===== src/rtl/shot_resolver.sv =====
// shot_resolver: classifies a fire request against the latched ship map
// and maintains the hit/miss record, shot counters and game-over flag.
module shot_resolver #(
  parameter int CELLS = 36,
  parameter int CW    = 6
) (
  input  logic             i_clk,
  input  logic             i_reset,
  input  logic [CELLS-1:0] i_grid,
  input  logic [CELLS-1:0] i_ships,
  input  logic             i_fire,
  input  logic             i_clear,
  output logic             o_busy,
  output logic [CELLS-1:0] o_hits,
  output logic [CELLS-1:0] o_misses,
  output logic [CW-1:0]    o_shot_count,
  output logic [CW-1:0]    o_hit_count,
  output logic             o_result_valid,
  output logic [1:0]       o_result_code,
  output logic             o_game_over
);

  localparam int IW = $clog2(CELLS);

  localparam logic [1:0] C_MISS = 2'b00;
  localparam logic [1:0] C_HIT  = 2'b01;
  localparam logic [1:0] C_REP  = 2'b10;
  localparam logic [1:0] C_INV  = 2'b11;

  typedef enum logic [1:0] {
    S_IDLE,
    S_CHECK,
    S_UPDATE
  } state_t;

  state_t r_state;
  state_t w_next;

  logic [CELLS-1:0] r_cursor;
  logic [CELLS-1:0] r_ships;
  logic [CELLS-1:0] r_hits;
  logic [CELLS-1:0] r_misses;
  logic [IW-1:0]    r_idx;
  logic [1:0]       r_code;
  logic [CW-1:0]    r_shot;
  logic [CW-1:0]    r_hitc;
  logic             r_rv;
  logic [1:0]       r_rc;
  logic             r_go;

  logic             w_accept;
  logic [IW-1:0]    w_idx;
  logic [IW:0]      w_ones;
  logic [1:0]       w_code;
  logic [CELLS-1:0] w_cell;
  logic [CELLS-1:0] w_hits_nx;
  logic [CELLS-1:0] w_miss_nx;
  logic             w_done;
  logic             w_counted;

  assign w_accept = (r_state == S_IDLE) && i_fire && !r_go;

  always_ff @(posedge i_clk or posedge i_reset) begin
    if (i_reset) begin
      r_state <= S_IDLE;
    end else if (i_clear) begin
      r_state <= S_IDLE;
    end else begin
      r_state <= w_next;
    end
  end

  always_comb begin
    w_next = r_state;
    unique case (r_state)
      S_IDLE:   if (w_accept) w_next = S_CHECK;
      S_CHECK:  w_next = S_UPDATE;
      S_UPDATE: w_next = S_IDLE;
      default:  w_next = S_IDLE;
    endcase
  end

  always_comb begin
    w_idx  = '0;
    w_ones = '0;
    for (int i = 0; i < CELLS; i++) begin
      if (r_cursor[i]) begin
        w_idx  = IW'(i);
        w_ones = w_ones + (IW+1)'(1);
      end
    end
  end

  // Classification order matters: a malformed cursor is never a repeat.
  always_comb begin
    w_code = C_MISS;
    priority case (1'b1)
      (w_ones != (IW+1)'(1)):              w_code = C_INV;
      (|(r_cursor & (r_hits | r_misses))): w_code = C_REP;
      (|(r_cursor & r_ships)):             w_code = C_HIT;
      default:                             w_code = C_MISS;
    endcase
  end

  assign w_cell    = {{(CELLS-1){1'b0}}, 1'b1} << r_idx;
  assign w_hits_nx = (r_code == C_HIT)  ? (r_hits | w_cell)   : r_hits;
  assign w_miss_nx = (r_code == C_MISS) ? (r_misses | w_cell) : r_misses;
  assign w_done    = ((w_hits_nx & r_ships) == r_ships) && (|r_ships);
  assign w_counted = (r_code == C_HIT) || (r_code == C_MISS);

  always_ff @(posedge i_clk or posedge i_reset) begin
    if (i_reset) begin
      r_cursor <= '0;
      r_ships  <= '0;
      r_hits   <= '0;
      r_misses <= '0;
      r_idx    <= '0;
      r_code   <= '0;
      r_shot   <= '0;
      r_hitc   <= '0;
      r_rv     <= 1'b0;
      r_rc     <= '0;
      r_go     <= 1'b0;
    end else if (i_clear) begin
      r_cursor <= '0;
      r_ships  <= '0;
      r_hits   <= '0;
      r_misses <= '0;
      r_idx    <= '0;
      r_code   <= '0;
      r_shot   <= '0;
      r_hitc   <= '0;
      r_rv     <= 1'b0;
      r_rc     <= '0;
      r_go     <= 1'b0;
    end else begin
      r_rv <= 1'b0;
      if (w_accept) begin
        r_cursor <= i_grid;
        r_ships  <= i_ships;
      end
      if (r_state == S_CHECK) begin
        r_idx  <= w_idx;
        r_code <= w_code;
      end
      if (r_state == S_UPDATE) begin
        r_rv     <= 1'b1;
        r_rc     <= r_code;
        r_hits   <= w_hits_nx;
        r_misses <= w_miss_nx;
        if (w_counted && (r_shot != '1)) r_shot <= r_shot + CW'(1);
        if ((r_code == C_HIT) && (r_hitc != '1)) r_hitc <= r_hitc + CW'(1);
        if (w_done) r_go <= 1'b1;
      end
    end
  end

  assign o_busy         = (r_state != S_IDLE);
  assign o_hits         = r_hits;
  assign o_misses       = r_misses;
  assign o_shot_count   = r_shot;
  assign o_hit_count    = r_hitc;
  assign o_result_valid = r_rv;
  assign o_result_code  = r_rc;
  assign o_game_over    = r_go;

endmodule

===== config.mk =====
export PLATFORM = sky130hd
export DESIGN_NAME = shot_resolver
export DESIGN_NICKNAME = d
export VERILOG_FILES = /design/src/rtl/shot_resolver.sv
export SDC_FILE = /design/constraint.sdc
export NUM_CORES = 1
export LEC_CHECK = 0
export ABC_AREA = 1
export CAP_MARGIN = 20
export CORE_UTILIZATION = 35
export DETAILED_ROUTE_END_ITERATION = 7
export GPL_TIMING_DRIVEN = 1
export HOLD_SLACK_MARGIN = 0.05
export PLACE_DENSITY = 0.59
export SLEW_MARGIN = 20
export SYNTH_ARGS = -nofsm -noshare
export SYNTH_HDL_FRONTEND = slang
export SYNTH_SLANG_ARGS = --single-unit

===== constraint.sdc =====
create_clock -name i_clk -period 18.4 [get_ports i_clk]
set_input_delay 3.68 -clock i_clk [delete_from_list [all_inputs] [get_ports i_clk]]
set_output_delay 3.68 -clock i_clk [all_outputs]
set_load 0.02 [all_outputs]

==> out/qor.txt, run 1 <==
Family with the most delay on the worst path -> adder cells
Library cells used by synthesis -> 43
Top cell by count, worst path -> nand2_1
Maximum VDD drop -> 47.86 uV
Final net count -> 2356
Crit Path Max Fanout -> 5
Post-synthesis compound-gate area fraction -> 0.1023
Unrepaired setup endpoints after global routing -> no
Vias in the first global route -> 13538
Clock Power Share -> 0.299
Die width -> 202.5 um
Post CTS Setup Buffer Count -> 0
Initial Util -> 0.3542
Ys flop type -> dfrtp_1
Setup ws final -> 1.613 ns
Die Area -> 41020 um2
Seq/Total Area, Yosys -> 0.3022
Synth Area in XOR/XNOR -> 0
CTS tree -> done
WS Path Type -> reg2reg
Post-synthesis mux area share -> 0
Final Routed Wirelength -> 44160 um
Gr usage total -> 0.2180
Sink Count -> 170
Internal power -> 0.8135 mW
Simple-gate area share of the yosys netlist -> 0.4552
Clk slew on worst S/H paths -> 0.07 ns
Async set-or-reset flop fraction in the synthesized netlist -> 1.000
Worst Path Required -> 18.72 ns
# setup viols final -> 0
Final Max Slew Viols -> 0
Final Wtd Congestion -> 0.8812
Antenna viol nets, final -> 0
Endpoint class of the critical path -> flop
Skew-Pair Late Insertion Delay -> 0.44 ns
Slowest stage delay, CP -> 0.38 ns
Syn Inst Count -> 2093
Synth warn -> 0
Initial antenna violation count -> 0
Area leader, netlist -> dfrtp_1
Router iterations before antenna repair -> 6
Switching share of power -> 0.3999
LEAKAGE -> 7.972 nW
Placeable Area -> 39730 um2
Worst slew pin tran -> 0.9496 ns
Top post-synthesis cells by area -> dfrtp_1 30%, nand2_1 14%, inv_1 9.3%
Net Sw Power -> 0.5421 mW
Clk_skew -> 0.01520 ns
First-pass GRT wire length -> 71060 um
DRC viols -> 0
Pin count of the biggest net entering global routing -> 107
Post-layout min period -> 16.79 ns
Number of core rows -> 73
Deepest clock path buffer count -> 2
DP HPWL -> 35090 um
Largest family of logic cells by synthesized area -> simple AND/OR/NAND/NOR gates
Share of post-route cells with drive strength above 1 -> 0.1605
Via count -> 14001
Max Cap Violations -> 0
Dpl ws -> 1.636 ns
Root Buffer -> clkbuf_16
Vias/cell -> 5.035
Synth Area in Adders -> 0.03289
Status -> finished clean
Max-slew headroom -> 0.3669
N_diodes -> 0
Post-synth EDFFs -> 0
Final period util -> 0.9123
Logic pwr share -> 0.402
Synth top area share -> 0.3022
WL met1 -> 20500 um
Hold Vio Cnt, Final -> 0
Nets in the synthesized netlist -> 2206
Cts repair resizes -> 0
Power density over the cells -> 80.10 nW/um2
# hold bufs at CTS -> 0
Max Used Layer -> met4
Port Buffer Count -> 164
Met3 wire len -> 2315 um
CP max stage cell -> dfrtp_1
# IOs -> 165
Post-Syn Area -> 14070 um2
Register bit total from synthesis -> 170
HP Class -> reg2reg
Crit path DAT -> 17.11 ns
Achievable Freq -> 0.05957 GHz
Critical Path Start Type -> flop
Total negative slack -> 0 ns
H-tree lvl count -> 4
Clock buffer count from CTS -> 17
Total grt overflow -> 0
Area Growth Syn to Fin -> 20.24%
Mapped Avg Cell Area -> 6.725 um2
CP bufs+invs -> 5
DR WL met2 -> 20080 um
First-iteration detailed-routing DRC count -> 937
Sequential share of power -> 0.299
Detail-routed net length per standard cell -> 15.88 um
Die height -> 202.5 um
[per-stage QoR]
stage                     total power, mW  instances    util  instance area, um2  hold slack (ns)
after floorplan                    0.8371       2093       -               14070           0.4705
after global placement             0.9417       2749  0.4094               16270           0.4867
after detailed placement           0.9574       2749  0.4094               16270           0.4827
after CTS                           1.364       2781  0.4259               16920           0.4973
after global routing                1.458       2781  0.4259               16920           0.5225
final                               1.356       2781  0.4259               16920           0.5052
[final timing paths]
check,from,endpoint,slack (ns),depth (start not counted)
max in group asynchronous,i_reset,o_misses[6]$_DFFE_PP0P_,13.23,3
min in group asynchronous,i_reset,r_cursor[3]$_DFFE_PP0P_,3.77,2
setup / recovery,r_cursor[1]$_DFFE_PP0P_,r_code[1]$_DFFE_PP0P_,1.61,113
hold / removal,o_hit_count[5]$_DFFE_PP0P_,o_hit_count[5]$_DFFE_PP0P_,0.51,1
setup reg to reg,r_cursor[1]$_DFFE_PP0P_,r_code[1]$_DFFE_PP0P_,1.61,113
hold reg to reg,o_hit_count[5]$_DFFE_PP0P_,o_hit_count[5]$_DFFE_PP0P_,0.51,1
[sequential cells by signal, indices dropped and copies added (netlist names), 2 cells and up]
register,count
o_shot_count,6
r_state,2
o_hits,36
r_ships,36
r_idx,6
r_cursor,36
o_result_code,2
o_hit_count,6
o_misses,36
r_code,2
[Yosys cell counts (all sizes together) (3+ instances only)]
cell type	number
a21oi	85
o22ai	43
nand4	29
o21ai	114
dfrtp	170
nand3	297
ha	37
nand3b	20
clkbuf	37
nor3	14
nor4	16
nand2	678
a211oi	3
o2111ai	4
or2	4
inv	354
nor2	169
a221oi	4
[worst reg2reg max path, delay by kind of cell, from the launching register on]
| kind | cells | cell delay, ns |
|---|---|---|
| AOI/OAI and AO/OA | 3 | 0.50 |
| buffers and inverters | 5 | 0.40 |
| DFF | 1 | 0.38 |
| adders and majority gates | 34 | 9.34 |
| and+or+nand+nor | 71 | 6.06 |
[logic make-up (layout without fill, tap and decap cells)]
kind of cell    Yosys count  count (layout)
simple gates           1228            1228
flops                   170             170
fa+ha+maj                37              37
buf+inv                 396             559
compound gates          262             262
[placed cells by master, fill, tap and decap left out, types with 2 or more instances in the layout]
cell / Yosys / routed
nor2_2: 18 / 20
nand2_4: 16 / 16
clkinvlp_4: 0 / 3
dfrtp_1: 170 / 170
clkdlybuf4s50_1: 0 / 163
nand3_4: 8 / 8
nor2_1: 147 / 144
o21ai_0: 113 / 113
nand3_2: 100 / 100
o221ai_1: 2 / 2
o2111ai_1: 4 / 4
o22ai_1: 43 / 43
nor2_4: 4 / 5
nand3_1: 189 / 189
o41ai_1: 2 / 2
nand3b_2: 6 / 6
clkbuf_16: 0 / 17
nor4_1: 16 / 16
a221oi_1: 4 / 4
a211oi_1: 3 / 3
nand3b_1: 14 / 14
nand2_1: 509 / 508
nor3_1: 14 / 14
inv_2: 7 / 7
inv_6: 0 / 3
inv_1: 347 / 346
bufinv_16: 0 / 5
buf_4: 0 / 7
nand2_2: 153 / 154
ha_1: 37 / 37
nand4_1: 28 / 28
a21oi_1: 84 / 84
or2_2: 3 / 3
clkinv_1: 2 / 2
[cell type report]
cell class | instances | area [um2]
inverter | 356 | 1344
clock buffer | 19 | 442.9
multi-input combinational | 1527 | 8324
sequential | 170 | 4254
timing repair buffer | 171 | 1689
tap | 525 | 656.9
fill | 4157 | 22810
clock inverter | 13 | 212.7
[per-layer routing]
metal  global-route usage  vias up
li1                     -     7062
met3              0.03226       63
met5                    0        -
met4              0.07358        0
met1               0.2965     6537
met2               0.3526      339
[power by group through the flow]
| stage | Clock [mW] | Sequential [mW] | Combinational (mW) |
|---|---|---|---|
| 2_1_floorplan | 0 | 0.406 | 0.431 |
| 3_3_place_gp | 0 | 0.412 | 0.530 |
| 3_5_place_dp | 0 | 0.412 | 0.545 |
| 4_1_cts | 0.411 | 0.405 | 0.548 |
| 5_1_grt | 0.425 | 0.407 | 0.626 |
| 6_report | 0.405 | 0.405 | 0.545 |
Note: power is estimated with default switching activity, not from simulation.
==> inputs of run 2 (changes only) <==
--- a/config.mk
+++ b/config.mk
@@ -6,13 +6,12 @@
 export NUM_CORES = 1
 export LEC_CHECK = 0
 export ABC_AREA = 1
-export CAP_MARGIN = 20
 export CORE_UTILIZATION = 35
 export DETAILED_ROUTE_END_ITERATION = 7
 export GPL_TIMING_DRIVEN = 1
 export HOLD_SLACK_MARGIN = 0.05
 export PLACE_DENSITY = 0.59
-export SLEW_MARGIN = 20
+export SLEW_MARGIN = 15
 export SYNTH_ARGS = -nofsm -noshare
 export SYNTH_HDL_FRONTEND = slang
 export SYNTH_SLANG_ARGS = --single-unit
==> run 2 against run 1 <==
Against the previous run: wire length is essentially flat; sequential share of layout area is essentially flat; power is essentially flat; clock-buffer cell count is the same; sequential cell count is the same; die area is the same; cell area is essentially flat.
==> out/qor.txt, run 2 (synthesis results as in run 1) <==
Status -> finished clean
Pin count of the biggest net entering global routing -> 107 (unchanged)
Logic pwr share -> 0.402 (about the same)
Sequential share of power -> 0.299 (about the same)
Final net count -> 2356 (unchanged)
Gr usage total -> 0.2180 (unchanged)
Most frequent cells in the layout -> 508 x nand2_1, 346 x inv_1, 189 x nand3_1
Family with the most delay on the worst path -> adder cells
N_diodes -> 0 (unchanged)
CP max stage cell -> dfrtp_1
DP HPWL -> 35090 um (unchanged)
LEAKAGE -> 7.970 nW (about the same)
Setup ws final -> 1.615 ns (+0.001880 ns)
# setup viols final -> 0 (unchanged)
Via count -> 14003 (+0.014%)
Leading cell type in the layout, fill and taps excluded -> nand2_1
Final Max Slew Viols -> 0 (unchanged)
Slowest stage delay, CP -> 0.38 ns (about the same)
Unrepaired setup endpoints after global routing -> no
Sink Count -> 170 (unchanged)
Net Sw Power -> 0.5418 mW (about the same)
Initial Util -> 0.3542 (unchanged)
Top cell by count, worst path -> nand2_1
Internal power -> 0.8135 mW (about the same)
First-iteration detailed-routing DRC count -> 937 (unchanged)
Dpl ws -> 1.636 ns (unchanged)
Total Power -> 1.355 mW (about the same)
Vias/cell -> 5.035 (about the same)
Total negative slack -> 0 ns (unchanged)
Placeable Area -> 39730 um2 (unchanged)
Detail-routed net length per standard cell -> 15.87 um (about the same)
Clk_skew -> 0.01521 ns (+0.000008900 ns)
Worst slew pin tran -> 0.9880 ns (+0.03842 ns)
Deepest clock path buffer count -> 2 (unchanged)
Post CTS Setup Buffer Count -> 0 (unchanged)
# IOs -> 165 (unchanged)
Total grt overflow -> 0 (unchanged)
Number of core rows -> 73 (unchanged)
R2R Path Start -> r_cursor[1]$_DFFE_PP0P_
Max Cap Violations -> 0 (unchanged)
Maximum VDD drop -> 47.87 uV (about the same)
First-pass GRT wire length -> 71060 um (unchanged)
Hold Vio Cnt, Final -> 0 (unchanged)
Area Growth Syn to Fin -> 20.22% (about the same)
Router iterations before antenna repair -> 5 (-1)
R2R Setup Slk -> 1.62 ns (about the same)
Clock buffer count from CTS -> 17 (unchanged)
WS Path Type -> reg2reg
Final Routed Wirelength -> 44150 um (about the same)
Achievable Freq -> 0.05958 GHz (about the same)
CTS tree -> done
H-tree lvl count -> 4 (unchanged)
Final Wtd Congestion -> 0.8812 (unchanged)
Die width -> 202.5 um (unchanged)
Switching share of power -> 0.3998 (about the same)
Clock Power Share -> 0.299 (about the same)
Clk slew on worst S/H paths -> 0.07 ns (about the same)
Worst Path Required -> 18.72 ns (about the same)
Share of post-route cells with drive strength above 1 -> 0.1605 (unchanged)
Root Buffer -> clkbuf_16
HP Start -> o_hit_count[5]$_DFFE_PP0P_
Critical Path Start Type -> flop
Power density over the cells -> 80.09 nW/um2 (about the same)
Crit path DAT -> 17.11 ns (about the same)
DRC viols -> 0 (unchanged)
Post-layout min period -> 16.78 ns (-0.001880 ns)
HP Class -> reg2reg
CP bufs+invs -> 5 (unchanged)
Die Area -> 41020 um2 (unchanged)
WHS -> 0.5052 ns (+0.000005000 ns)
Skew-Pair Late Insertion Delay -> 0.44 ns (about the same)
Hold endpoint -> o_hit_count[5]$_DFFE_PP0P_
R2R cell count -> 113 (unchanged)
Die height -> 202.5 um (unchanged)
Vias in the first global route -> 13538 (unchanged)
Cts repair resizes -> 0 (unchanged)
# hold bufs at CTS -> 0 (unchanged)
Endpoint class of the critical path -> flop
Max-slew headroom -> 0.3413 (-0.02561)
Hold Path Stages -> 1 (unchanged)
Reg2reg end -> r_code[1]$_DFFE_PP0P_
Crit Path Max Fanout -> 5 (unchanged)
Final period util -> 0.9122 (about the same)
Antenna viol nets, final -> 0 (unchanged)
Filler cell count -> 4158 (+0.024%)
Port Buffer Count -> 164 (unchanged)
Initial antenna violation count -> 0 (unchanged)
run 2: cell counts in the layout (fill, tap and decap cells not counted):
No cell type changed its count.
run 2: worst max path at each step:
stage,startpoint,end,cells after the start
4_1_cts,r_cursor[1]$_DFFE_PP0P_,r_code[1]$_DFFE_PP0P_,113
6_report,r_cursor[1]$_DFFE_PP0P_,r_code[1]$_DFFE_PP0P_,113
3_3_place_gp,r_cursor[0]$_DFFE_PP0P_,r_code[1]$_DFFE_PP0P_,113
3_5_place_dp,r_cursor[1]$_DFFE_PP0P_,r_code[1]$_DFFE_PP0P_,113
2_1_floorplan,r_cursor[0]$_DFFE_PP0P_,r_code[1]$_DFFE_PP0P_,113
5_1_grt,r_cursor[0]$_DFFE_PP0P_,r_code[1]$_DFFE_PP0P_,113
run 2: layout make-up:
class | instances | area, um2 | area share
Timing Repair Buffer | 171 | 1689 | 0.09982
Tap cell | 525 | 656.9 | 0.03882
Sequential cell | 170 | 4254 | 0.2514
Clock inverter | 13 | 212.7 | 0.01257
Multi-Input combinational cell | 1527 | 8324 | 0.4919
Clock buffer | 19 | 442.9 | 0.02618
Inverter | 356 | 1341 | 0.07927
run 2: worst reg2reg max path: cells and delay by family (launching register included):
family | cells | cell delay, ns
DFF | 1 | 0.38
adders and majority gates | 34 | 9.34
AOI/OAI and AO/OA | 3 | 0.50
and+or+nand+nor | 71 | 6.06
buffers and inverters | 5 | 0.40
run 2: per-stage QoR:
stage | cells | instance area [um2] | utilization
after global placement | 2749 | 16270 | 0.4094
final | 2781 | 16920 | 0.4259
after global routing | 2781 | 16920 | 0.4259
after detailed placement | 2749 | 16270 | 0.4094
after CTS | 2781 | 16920 | 0.4259
after floorplan | 2093 | 14070 | -
run 2: per-layer routing:
layer | share of wire | global-route usage | vias up | routed length (um)
met3 | 0.053 | 0.03226 | 63 | 2323
met5 | 0 | 0 | - | 0
met1 | 0.46 | 0.2965 | 6535 | 20480
met2 | 0.45 | 0.3526 | 343 | 20070
li1 | - | - | 7062 | -
met4 | 0.029 | 0.07358 | 0 | 1274
run 2: power groups by stage:
stage / Sequential, mW / Clock (mW) / Combinational [mW]
6_report: 0.405 / 0.405 / 0.544
5_1_grt: 0.407 / 0.425 / 0.626
4_1_cts: 0.405 / 0.411 / 0.548
3_5_place_dp: 0.412 / 0 / 0.545
3_3_place_gp: 0.412 / 0 / 0.530
2_1_floorplan: 0.406 / 0 / 0.431
==> inputs of run 3 (changes only) <==
--- a/config.mk
+++ b/config.mk
@@ -11,6 +11,7 @@
 export GPL_TIMING_DRIVEN = 1
 export HOLD_SLACK_MARGIN = 0.05
 export PLACE_DENSITY = 0.59
+export RECOVER_POWER = 100
 export SLEW_MARGIN = 15
 export SYNTH_ARGS = -nofsm -noshare
 export SYNTH_HDL_FRONTEND = slang
==> run 3 against run 2 <==
Against the previous run: critical path depth unchanged; cell count unchanged; the flow now finishes with violations (capacitance limit, slew limit); combinational power about the same; die area is the same; utilization is 0.098 points lower; highest routed layer unchanged; clock skew is essentially flat; clock-buffer cell count is the same; clock power about the same; register-to-register slack got worse by 0.13 ns; critical path type unchanged; power shrank 0.10%.
==> out/qor.txt, run 3 (synthesis results as in run 1) <==
# IOs -> 165 (unchanged)
Total grt overflow -> 0 (unchanged)
Slowest stage delay, CP -> 0.38 ns (about the same)
Deepest clock path buffer count -> 2 (unchanged)
Area occupied by multi-input gates -> 8308 um2 (-0.20%)
N_diodes -> 0 (unchanged)
WHS -> 0.5093 ns (+0.004099 ns)
Detail-routed net length per standard cell -> 15.87 um (about the same)
Power density over the cells -> 80.20 nW/um2 (+0.13%)
Placeable Area -> 39730 um2 (unchanged)
Initial Util -> 0.3542 (unchanged)
Pin count of the biggest net entering global routing -> 107 (unchanged)
Clk slew on worst S/H paths -> 0.07 ns (about the same)
Cts repair resizes -> 0 (unchanged)
Failing checks -> capacitance limit, slew limit
Internal power -> 0.8128 mW (about the same)
Final net count -> 2356 (unchanged)
Number of core rows -> 73 (unchanged)
Hold Vio Cnt, Final -> 0 (unchanged)
Vias/cell -> 5.051 (+0.31%)
Critical Path Start Type -> flop
H-tree lvl count -> 4 (unchanged)
Crit path DAT -> 17.23 ns (+0.12 ns)
Final Util -> 0.4249 (-0.0009770)
First-iteration detailed-routing DRC count -> 878 (-6.3%)
# setup viols final -> 0 (unchanged)
Endpoint class of the critical path -> flop
Maximum VDD drop -> 47.67 uV (-0.40%)
Initial antenna violation count -> 2 (+2)
Leading cell type in the layout, fill and taps excluded -> nand2_1
Register Area -> 4254 um2 (unchanged)
Port Buffer Count -> 164 (unchanged)
Post-layout min period -> 16.91 ns (+0.1269 ns)
WS Path Type -> reg2reg
Max-slew headroom -> -2.220 (-2.562)
Via count -> 14047 (+0.31%)
Net Sw Power -> 0.5411 mW (-0.13%)
Clock buffer count from CTS -> 17 (unchanged)
LEAKAGE -> 8.264 nW (+3.7%)
Worst Path Required -> 18.72 ns (about the same)
Clk_skew -> 0.01534 ns (+0.0001320 ns)
Setup ws final -> 1.488 ns (-0.1269 ns)
Crit Path Max Fanout -> 5 (unchanged)
Sink Count -> 170 (unchanged)
Gr usage total -> 0.2180 (unchanged)
First-pass GRT wire length -> 71060 um (unchanged)
Vias in the first global route -> 13538 (unchanged)
Clock Power Share -> 0.299 (about the same)
CP max stage cell -> dfrtp_1
Skew-Pair Late Insertion Delay -> 0.43 ns (about the same)
Total negative slack -> 0 ns (unchanged)
Filler cell count -> 4166 (+0.19%)
Final Routed Wirelength -> 44140 um (about the same)
DP HPWL -> 35090 um (unchanged)
Final period util -> 0.9191 (+0.006895)
Die width -> 202.5 um (unchanged)
CTS tree -> done
Die Area -> 41020 um2 (unchanged)
Final Wtd Congestion -> 0.8812 (unchanged)
Worst slew pin tran -> 4.804 ns (+3.816 ns)
Max Cap Violations -> 7 (+7)
Root Buffer -> clkbuf_16
Post CTS Setup Buffer Count -> 0 (unchanged)
Top cell by count, worst path -> nand2_1
Most frequent cells in the layout -> 509 x nand2_1, 346 x inv_1, 189 x nand3_1
Die height -> 202.5 um (unchanged)
Unrepaired setup endpoints after global routing -> no
Cells after DPL -> 2749 (unchanged)
Area Growth Syn to Fin -> 19.95%
Logic pwr share -> 0.401 (about the same)
Post-Layout Cell Count -> 2781 (unchanged)
# hold bufs at CTS -> 0 (unchanged)
Final Max Slew Viols -> 407 (+407)
Share of post-route cells with drive strength above 1 -> 0.1569 (-0.003546)
Dpl ws -> 1.636 ns (unchanged)
Antenna viol nets, final -> 0 (unchanged)
Router iterations before antenna repair -> 5 (unchanged)
Switching share of power -> 0.3997 (about the same)
Sequential share of power -> 0.300 (about the same)
Achievable Freq -> 0.05913 GHz (-0.75%)
HP Class -> reg2reg
Status -> finished, violations left
DRC viols -> 0 (unchanged)
==> run 3: changes by cell type in the layout (fill, tap and decap cells not counted), sizes merged <==
cell and change:
clkbuf +5, buf -5, dlygate4sd3 +90, clkinvlp +1, clkdlybuf4s50 -90, inv -1
==> run 3: layout make-up <==
class / instances / area share
timing repair buffer: 171 / 0.09894
inverter: 356 / 0.07923
multi-input combinational: 1527 / 0.4921
clock buffer: 19 / 0.02624
sequential: 170 / 0.2520
clock inverter: 13 / 0.01260
tap: 525 / 0.03891
==> run 3: path summary, 6_finish.rpt <==
kind	slack, ns	end	startpoint	cells past startpoint
min	0.51	o_hit_count[5]$_DFFE_PP0P_	o_hit_count[5]$_DFFE_PP0P_	1
max	1.49	r_code[1]$_DFFE_PP0P_	r_cursor[1]$_DFFE_PP0P_	113
min in group asynchronous	5.16	r_cursor[8]$_DFFE_PP0P_	i_reset	2
min reg2reg	0.51	o_hit_count[5]$_DFFE_PP0P_	o_hit_count[5]$_DFFE_PP0P_	1
max reg2reg	1.49	r_code[1]$_DFFE_PP0P_	r_cursor[1]$_DFFE_PP0P_	113
max in group asynchronous	8.56	o_misses[11]$_DFFE_PP0P_	i_reset	3
==> run 3: power by group through the flow <==
| stage | registers [mW] | clock network [mW] | logic (mW) |
|---|---|---|---|
| after global routing | 0.408 | 0.425 | 0.624 |
| after detailed placement | 0.412 | 0 | 0.545 |
| after CTS | 0.405 | 0.411 | 0.548 |
| final | 0.406 | 0.405 | 0.543 |
| after global placement | 0.412 | 0 | 0.530 |
| after floorplan | 0.406 | 0 | 0.431 |
==> run 3: per-layer routing <==
metal / part of all wire / wire [um] / GRT usage / up-vias
li1: - / - / - / 7065
met1: 0.46 / 20250 / 0.2965 / 6550
met2: 0.46 / 20230 / 0.3526 / 373
met3: 0.057 / 2515 / 0.03226 / 59
met4: 0.026 / 1141 / 0.07358 / 0
met5: 0 / 0 / 0 / -
==> run 3: worst max-delay path, delay by kind of cell, from the launching register on <==
kind,cells,cell delay [ns]
flops,1,0.38
compound gates,3,0.59
simple gates,71,6.07
buf+inv,5,0.41
fa+ha+maj,34,9.37
==> run 3: through the flow <==
step | power [mW] | cell area, um2
2_1_floorplan | 0.8371 | 14070
3_3_place_gp | 0.9417 | 16270
3_5_place_dp | 0.9574 | 16270
4_1_cts | 1.364 | 16920
5_1_grt | 1.456 | 16880
6_report | 1.354 | 16880
